===== config.mk =====
export PLATFORM = sky130hd
export DESIGN_NAME = ultrasound_clk_lock_sequencer
export DESIGN_NICKNAME = d
export VERILOG_FILES = /design/src/rtl/ultrasound_clk_lock_sequencer.sv
export SDC_FILE = /design/constraint.sdc
export NUM_CORES = 1
export LEC_CHECK = 0
export ABC_AREA = 1
export CAP_MARGIN = 15
export CORE_UTILIZATION = 50
export DETAILED_ROUTE_END_ITERATION = 16
export PLACE_DENSITY = 0.72
export SLEW_MARGIN = 5
export SYNTH_ARGS = -nofsm -noshare
export SYNTH_HDL_FRONTEND = slang
export SYNTH_SLANG_ARGS = --single-unit

===== constraint.sdc =====
create_clock -name clk -period 2.3 [get_ports clk]
set_input_delay 0.46 -clock clk [delete_from_list [all_inputs] [get_ports clk]]
set_output_delay 0.46 -clock clk [all_outputs]
set_load 0.02 [all_outputs]

===== src/rtl/ultrasound_clk_lock_sequencer.sv =====
// ultrasound_clk_lock_sequencer
//
// Controls the MMCM that generates the ultrasound counter clock. It runs on the
// free-running reference clock that also feeds the MMCM, so it never depends on
// the clock it supervises. The sequence is:
//   - pulse MMCM RST
//   - wait for LOCKED, with a timeout and a bounded number of retries
//   - require LOCKED to stay high for a debounce window
//   - release the ultrasound-domain reset
// A loss of lock while running restarts the whole sequence.
//
// Optional feature (macro ULTRASOUND_CLK_LOCK_LOSS_CNT_EN):
//   - Defined: lock_loss_cnt is a saturating 8-bit count of lock-loss events.
//   - Undefined: lock_loss_cnt is tied to zero and no counter flops exist.
//   The port list is the same in both builds.

module ultrasound_clk_lock_sequencer #(
  parameter int unsigned SYNC_STAGES   = 2,
  parameter int unsigned RST_CYCLES    = 16,
  parameter int unsigned LOCK_TIMEOUT  = 65536,
  parameter int unsigned STABLE_CYCLES = 1024,
  parameter int unsigned MAX_RETRY     = 7
) (
  input  logic       clk,
  input  logic       rst_n,
  input  logic       locked_in,
  output logic       mmcm_rst,
  output logic       clk_rst,
  output logic       ready,
  output logic       fault,
  output logic [2:0] retry_cnt,
  output logic [7:0] lock_loss_cnt
);

  // ---------------------------------------------------------------------------
  // Elaboration-time parameter checks
  // ---------------------------------------------------------------------------
  if (SYNC_STAGES < 2 || SYNC_STAGES > 4) begin : gen_chk_sync
    $error("SYNC_STAGES must be in 2..4");
  end
  if (RST_CYCLES < 1 || RST_CYCLES > 131072) begin : gen_chk_rst
    $error("RST_CYCLES must be in 1..131072");
  end
  if (LOCK_TIMEOUT < 2 || LOCK_TIMEOUT > 131072) begin : gen_chk_timeout
    $error("LOCK_TIMEOUT must be in 2..131072");
  end
  if (STABLE_CYCLES < 1 || STABLE_CYCLES > 131072) begin : gen_chk_stable
    $error("STABLE_CYCLES must be in 1..131072");
  end
  if (MAX_RETRY < 1 || MAX_RETRY > 7) begin : gen_chk_retry
    $error("MAX_RETRY must be in 1..7 (retry_cnt is 3 bits)");
  end

  // Terminal timer values. The timer counts from 0, so "last" is count-1.
  localparam logic [16:0] RstLast     = 17'(RST_CYCLES - 1);
  localparam logic [16:0] TimeoutLast = 17'(LOCK_TIMEOUT - 1);
  localparam logic [16:0] StableLast  = 17'(STABLE_CYCLES - 1);
  localparam logic [2:0]  RetryMax    = 3'(MAX_RETRY);

  typedef enum logic [2:0] {
    StRstMmcm   = 3'd0,
    StWaitLock  = 3'd1,
    StStabilize = 3'd2,
    StRun       = 3'd3,
    StLost      = 3'd4,
    StFault     = 3'd5
  } state_e;

  state_e      state_q, state_d;
  logic [16:0] timer_q, timer_d;
  logic [2:0]  retry_q, retry_d;
  logic [2:0]  retry_inc;

  logic        mmcm_rst_q, mmcm_rst_d;
  logic        clk_rst_q, clk_rst_d;
  logic        ready_q, ready_d;
  logic        fault_q, fault_d;

  // ---------------------------------------------------------------------------
  // LOCKED synchroniser
  // locked_in is asynchronous to clk. Only the last stage (lk) is used.
  // ---------------------------------------------------------------------------
  logic [SYNC_STAGES-1:0] sync_q;
  logic                   lk;

  // Shift LOCKED through the synchroniser chain.
  always_ff @(posedge clk or negedge rst_n) begin
    if (!rst_n) begin
      sync_q <= '0;
    end else begin
      sync_q <= {sync_q[SYNC_STAGES-2:0], locked_in};
    end
  end

  assign lk = sync_q[SYNC_STAGES-1];

  // ---------------------------------------------------------------------------
  // State register
  // Also registers the outputs, which are decoded from state_d. As a result
  // the outputs change on the same edge as the state.
  // ---------------------------------------------------------------------------
  // Update state, timer, retry count and registered outputs.
  always_ff @(posedge clk or negedge rst_n) begin
    if (!rst_n) begin
      state_q    <= StRstMmcm;
      timer_q    <= '0;
      retry_q    <= '0;
      mmcm_rst_q <= 1'b1;
      clk_rst_q  <= 1'b1;
      ready_q    <= 1'b0;
      fault_q    <= 1'b0;
    end else begin
      state_q    <= state_d;
      timer_q    <= timer_d;
      retry_q    <= retry_d;
      mmcm_rst_q <= mmcm_rst_d;
      clk_rst_q  <= clk_rst_d;
      ready_q    <= ready_d;
      fault_q    <= fault_d;
    end
  end

  assign retry_inc = retry_q + 3'd1;

  // ---------------------------------------------------------------------------
  // Next-state logic
  // One shared 17-bit timer serves the reset pulse, the lock timeout and the
  // stability window. It restarts from zero on every state change.
  // ---------------------------------------------------------------------------
  // Compute next state, next timer value and next retry count.
  always_comb begin
    state_d = state_q;
    timer_d = timer_q + 17'd1;
    retry_d = retry_q;

    unique case (state_q)
      StRstMmcm: begin
        if (timer_q == RstLast) begin
          state_d = StWaitLock;
        end
      end

      StWaitLock: begin
        // Lock takes priority over a timeout in the same cycle.
        if (lk) begin
          state_d = StStabilize;
        end else if (timer_q == TimeoutLast) begin
          retry_d = retry_inc;
          state_d = (retry_inc == RetryMax) ? StFault : StRstMmcm;
        end
      end

      StStabilize: begin
        // A dropout here is a glitch rather than a failed attempt, so
        // retry_cnt is left unchanged.
        if (!lk) begin
          state_d = StWaitLock;
        end else if (timer_q == StableLast) begin
          state_d = StRun;
        end
      end

      StRun: begin
        if (!lk) begin
          state_d = StLost;
        end
      end

      StLost: begin
        state_d = StRstMmcm;
      end

      StFault: begin
        // Terminal state: only rst_n leaves it, and lk is ignored.
        state_d = StFault;
      end

      default: begin
        state_d = StRstMmcm;
      end
    endcase

    // Reaching a stable lock ends the current sequence.
    if (state_d == StRun) begin
      retry_d = '0;
    end

    // Restart the timer on every state change. In states that never use it,
    // hold it at zero so it does not toggle.
    if (state_d != state_q ||
        state_q == StRun || state_q == StLost || state_q == StFault) begin
      timer_d = '0;
    end
  end

  // ---------------------------------------------------------------------------
  // Output decode
  // Outputs are decoded from the next state. clk_rst is low only in RUN, and
  // ready is high only in RUN. They are always complements of each other, so
  // ready falls on exactly the edge where clk_rst rises.
  // ---------------------------------------------------------------------------
  // Decode the registered outputs from the next state.
  always_comb begin
    mmcm_rst_d = 1'b0;
    clk_rst_d  = 1'b1;
    ready_d    = 1'b0;
    fault_d    = 1'b0;

    unique case (state_d)
      StRstMmcm: begin
        mmcm_rst_d = 1'b1;
      end

      StRun: begin
        clk_rst_d = 1'b0;
        ready_d   = 1'b1;
      end

      StFault: begin
        // Hold the MMCM in reset while the sequencer is faulted.
        mmcm_rst_d = 1'b1;
        fault_d    = 1'b1;
      end

      default: begin
        mmcm_rst_d = 1'b0;
      end
    endcase
  end

  assign mmcm_rst  = mmcm_rst_q;
  assign clk_rst   = clk_rst_q;
  assign ready     = ready_q;
  assign fault     = fault_q;
  assign retry_cnt = retry_q;

  // ---------------------------------------------------------------------------
  // Optional lock-loss counter
  // ---------------------------------------------------------------------------
`ifdef ULTRASOUND_CLK_LOCK_LOSS_CNT_EN
  logic [7:0] loss_cnt_q;

  // Count entries into LOST, saturating at 255. Only rst_n clears the count.
  always_ff @(posedge clk or negedge rst_n) begin
    if (!rst_n) begin
      loss_cnt_q <= '0;
    end else if (state_d == StLost && loss_cnt_q != 8'hff) begin
      loss_cnt_q <= loss_cnt_q + 8'd1;
    end
  end

  assign lock_loss_cnt = loss_cnt_q;
`else
  assign lock_loss_cnt = 8'd0;
`endif

endmodule


Yosys cells after proc, flatten, opt, wreduce, memory -nomap -nowiden
Index checks and enable logic that the tools add are counted.
{"block": "word_totals", "regBits": 29, "inputBits": 3, "out_inout_bits": 15, "wordCells": 49}
{"block": "classes", "add_sub_neg": 2, "eq_ne": 13, "mux": 17, "reduce_logical": 9}
{"op": "3-bit 2-to-1 mux", "n": 11}
{"op": "17-bit by 1-bit adder with 17-bit output, second input constant", "n": 1}
{"op": "17-bit by 10-bit == test with 1-bit output, second input constant", "n": 1}
{"op": "17-bit by 16-bit == test with 1-bit output, second input constant", "n": 1}
{"op": "17-bit by 4-bit == test with 1-bit output, second input constant", "n": 1}
{"op": "17-bit 2-to-1 mux", "n": 1}
{"op": "3-bit case mux with 5 select lines", "n": 1}
{"op": "3-bit == test, second input constant", "n": 4}
{"op": "3-bit by 2-bit == test with 1-bit output, second input constant", "n": 3}
{"op": "3-bit logical NOT", "n": 2}
{"op": "1-bit 2-to-1 mux", "n": 4}
{"op": "2-bit nonzero test", "n": 2}
{"op": "3-bit by 1-bit adder with 3-bit output, second input constant", "n": 1}
{"op": "3-bit by 1-bit == test with 1-bit output, second input constant", "n": 1}
{"op": "1-bit logical OR", "n": 3}
{"op": "3-bit != test", "n": 1}
{"op": "3-bit AND reduction", "n": 1}
{"op": "2-bit by 1-bit != test with 1-bit output, second input constant", "n": 1}
{"op": "2-bit OR reduction", "n": 1}

Logic depth before layout (Yosys ltp)
{"block": "logic_depth", "ltp_word": 11, "mapped_depth": 17}

Worst setup path after synthesis
OpenSTA, ideal clock, no wires.
{"block": "synth_path", "path_kind": "reg2reg", "startpoint": "register timer_q[0]", "endpoint": "register timer_q[10]", "setup_time_ps": 122, "t_arrival_ps": 2008, "t_required_ps": 2178, "path_slack_ps": 170, "path_stages_with_launch": 17, "path_buffers": 1, "path_cell_list": "dfrtp_1 ha_1 nand2_2 inv_1 nand3_1 nor3_1 nand3_1 nor2_1 ha_1 nand3_2 nor2_2 nand2_1 nand3_1 inv_1 nand3_4 buf_12 nor2_2"}
{"block": "synth_between", "elab_chain_len": 9, "elab_cells_between_ends": 15, "classes_between": "add/sub (1); eq/ne (4); mux (7); reduce/logical (3)"}
{"item": "start, declared", "line": "70", "text": "logic [16:0] timer_q, timer_d;"}
{"item": "start signal, assigned", "line": "114", "text": "timer_q <= timer_d;"}
{"item": "17-bit by 10-bit == test with 1-bit output / 17-bit by 16-bit == test with 1-bit output (equally long branches)", "line": "158, 147"}
{"item": "3-bit 2-to-1 mux, on equally long branches", "line": "158, 147"}
{"item": "3-bit 2-to-1 mux, on equally long branches", "line": "156, 145"}
{"item": "3-bit case mux with 5 select lines", "line": "136", "text": "unique case (state_q)"}
{"item": "3-bit != test", "line": "190", "text": "if (state_d != state_q ||"}
{"item": "1-bit logical OR", "line": "190"}
{"item": "1-bit logical OR (2 in a row)", "line": "191", "text": "state_q == StRun || state_q == StLost || state_q == StFault) begin"}
{"item": "17-bit 2-to-1 mux (*)", "line": "190"}
{"item": "named net timer_d[10]", "line": "70"}
The timed path passes the listed nets; every way through them passes the cells marked *.
A chain may end at the register's enable or synchronous reset.

Final worst setup path
{"block": "layout_path", "startpoint": "register timer_q[8]", "endpoint": "register timer_q[14]"}
The elaborated chain is that of the path after synthesis.

==> metrics.txt <==
H-tree depth 2; routed vias 1258; Post-route DRC 0; Ys Warns 0; Data required, critical path 2510 ps; Starting Density 0.531; pre-CTS setup slack -12.2 ps; Clk pwr share 0.246; layout cells sized above 1 0.299; hold_buf cts 0; top cell family by delay on the critical path simple AND/OR/NAND/NOR gates; GPL Wtd Cong 0.907; startpoint types register; # Max-Cap Violations 0; Critical Path Start timer_q[8]; CP max FO 8; Power Density 853 nW/µm²; Final Skew 12.6 ps; reg2reg path depth 15; Max VDD drop 0.000563 V; top cells by area, synth dfrtp_1, nor2_1, nand2_1; critical path capture point type register; initial antenna violation count 0; Die Wd 59.0 µm; switch share 0.350; Worst R2R Start timer_q[8]; crit-path cells inv_1 > nor2_2 > nand3_2 > nor3_2 > nand3_1 > nor2_2 > ha_2 > nand3_2 > nor2_2 > nand2_2 > nand3_2 > inv_2 > nand3_4 > clkbuf_16 > nor2_2; CTS tree done; Final Instance Area 1990 µm²; Final WS setup 25.2 ps; Fmax 440 MHz; root buffer cell clkbuf_4; Final Cycle Share 0.989; CP Depth 15; end point of the critical path timer_q[14]; Final Hold Fails 0; first-pass GRT wire length 5.04 mm; Placed Area 1800 µm²; #FFs+latches synth 29; vias per inst 4.75; synthesized area per cell 8.63 µm²; Routed Antenna Nets 0; post-synth design cell area 1620 µm²; grt ovf 0; final core occ 0.651; first-pass iteration count of the detailed router 4; worst reg2reg setup slack 30 ps; Post-synth EDFFs 0; vias in the first global route 1169; # port buffers 9; commonest non-fill, non-tap cell in the layout dfrtp_1; total power 1.70 mW; top_reg_cell synth dfrtp_1; Fillers 262; worst skew pair latency 330 ps; Min Hold Slack 359 ps; Final Setup Violations 0; Clock Tree Buf Depth 2; Data arrival, critical path 2480 ps; Sequential Power Share 0.369; CP Class reg -> reg; critical path buffer and inverter count 3; fin nets 227; clk slew on worst S/H paths 110 ps; crit-path max cell delay 420 ps; RSZ-0062 raised after global routing yes; Gate Count Post-Synth 188; total CTS buffers 5; internal power 1.10 mW; switching pwr 593 µW; sequential fraction of the synthesis area 0.449; met2 GRT Util 0.297; hpwl dp 2.29 mm; worst hold start sync_q[0]; IO Count 18; area leader, netlist dfrtp_1; met1 Use GR 0.267; Starting DRT DRC Count 38; largest net degree at the start of global routing 30; share of the synthesized area in the top cell type 0.417; global route hottest layer met2; area delta synth->final 22.6%; Placement Rows 20; clock period minus worst slack 2270 ps; cell with the most instances on the worst path nor2_2; Synth async-reset ratio 1.00; Max Transition Viols Final 0; Antenna Cells 0; reg2reg end timer_q[14]; Synth cell types 30; Hold Crit Class reg -> reg; gr usage total 0.199; die area 3480 µm²; Core Area 3050 µm²; combinational group share of total power 0.385; status complete, no violations; TritonCTS Sinks 29; die height 59.0 µm; Hold Path Cell Cnt 0; Leak Pwr 0.915 nW; Routed WL 3.10 mm; most frequent cells in the layout dfrtp_1, nand2_1, nor2_1; Critical-path top delay cell dfrtp_1; global routing usage on met3 0.0615; Wirelength per Cell 11.7 µm
==> power groups by stage <==
| stage | Combinational [mW] | Sequential (mW) | Clock, mW |
|---|---|---|---|
| final | 0.654 | 0.626 | 0.418 |
| after global routing | 0.712 | 0.633 | 0.450 |
| after CTS | 0.535 | 0.625 | 0.431 |
| after detailed placement | 0.456 | 0.635 | 0 |
| after global placement | 0.441 | 0.631 | 0 |
| after floorplan | 0.443 | 0.623 | 0 |
==> kinds of logic (layout without fill, tap and decap cells) <==
| logic type | count (synthesis) | count (layout) | synth area share |
|---|---|---|---|
| buffers and inverters | 31 | 57 | 0.105 |
| XOR/XNOR | 12 | 12 | 0.0648 |
| flip-flops | 29 | 29 | 0.449 |
| other | 1 | 8 | 0.00231 |
| adder cells (fa/ha/maj) | 4 | 4 | 0.0309 |
| AO/OA/AOI/OAI | 14 | 14 | 0.0463 |
| AND/OR/NAND/NOR | 97 | 97 | 0.302 |
==> synthesized netlist by cell type, types with 2 or more instances <==
library cell and number:
buf_4 8, nor2_2 11, nor3_1 4, inv_1 19
o21ai_0 7, ha_1 4, xnor2_1 3, nand2_1 26
or2_2 2, nand4_1 2, a21oi_1 4, nand2_2 4
xor2_1 9, nand3_2 3, nor2_4 2, dfstp_2 2
nor2_1 28, dfrtp_1 27, inv_2 2, nand3_1 11
==> how the worst min path moves through the flow <==
stage                end  slack, ps
5_1_grt        sync_q[1]        370
3_5_place_dp   sync_q[1]        340
4_1_cts        sync_q[1]        360
3_3_place_gp   sync_q[1]        340
2_1_floorplan      fault        160
6_report       sync_q[1]        360
==> flip-flops by register name (all words and copies together), names as in the netlist <==
register	flops
ready	1
state_q	3
clk_rst	1
sync_q	2
retry_cnt	3
mmcm_rst	1
timer_q	17
fault	1
==> repair_timing <==
item / 4_1_cts / 5_1_grt
resized for setup: 0 / 11
setup endpoints to repair: 6 / 23
setup buffers: 1 / 4
cloned: 0 / 1
endpoints found under the hold margin: 0 / 0
pin swaps: 1 / 7
==> layout make-up <==
| class | count | area (µm²) | share of cell area |
|---|---|---|---|
| clock buffers | 5 | 37.5 | 0.0189 |
| clock inverters | 3 | 46.3 | 0.0233 |
| inverters | 21 | 78.8 | 0.0396 |
| multi-input cells | 135 | 779 | 0.392 |
| flip-flops and latches | 29 | 728 | 0.366 |
| well taps | 44 | 55.1 | 0.0277 |
| repair buffers | 28 | 263 | 0.132 |
==> per-stage QoR <==
step	TNS [ps]	cells
4_1_cts	0	260
2_1_floorplan	0	195
5_1_grt	-2070	265
3_5_place_dp	-12.2	251
6_report	0	265
3_3_place_gp	0	251
==> layer usage <==
metal	wire [µm]	share of wire
met4	31	0.010
met1	1450	0.47
met2	1490	0.48
met3	128	0.041
met5	0	0
Power figures use the tool's default switching activity.
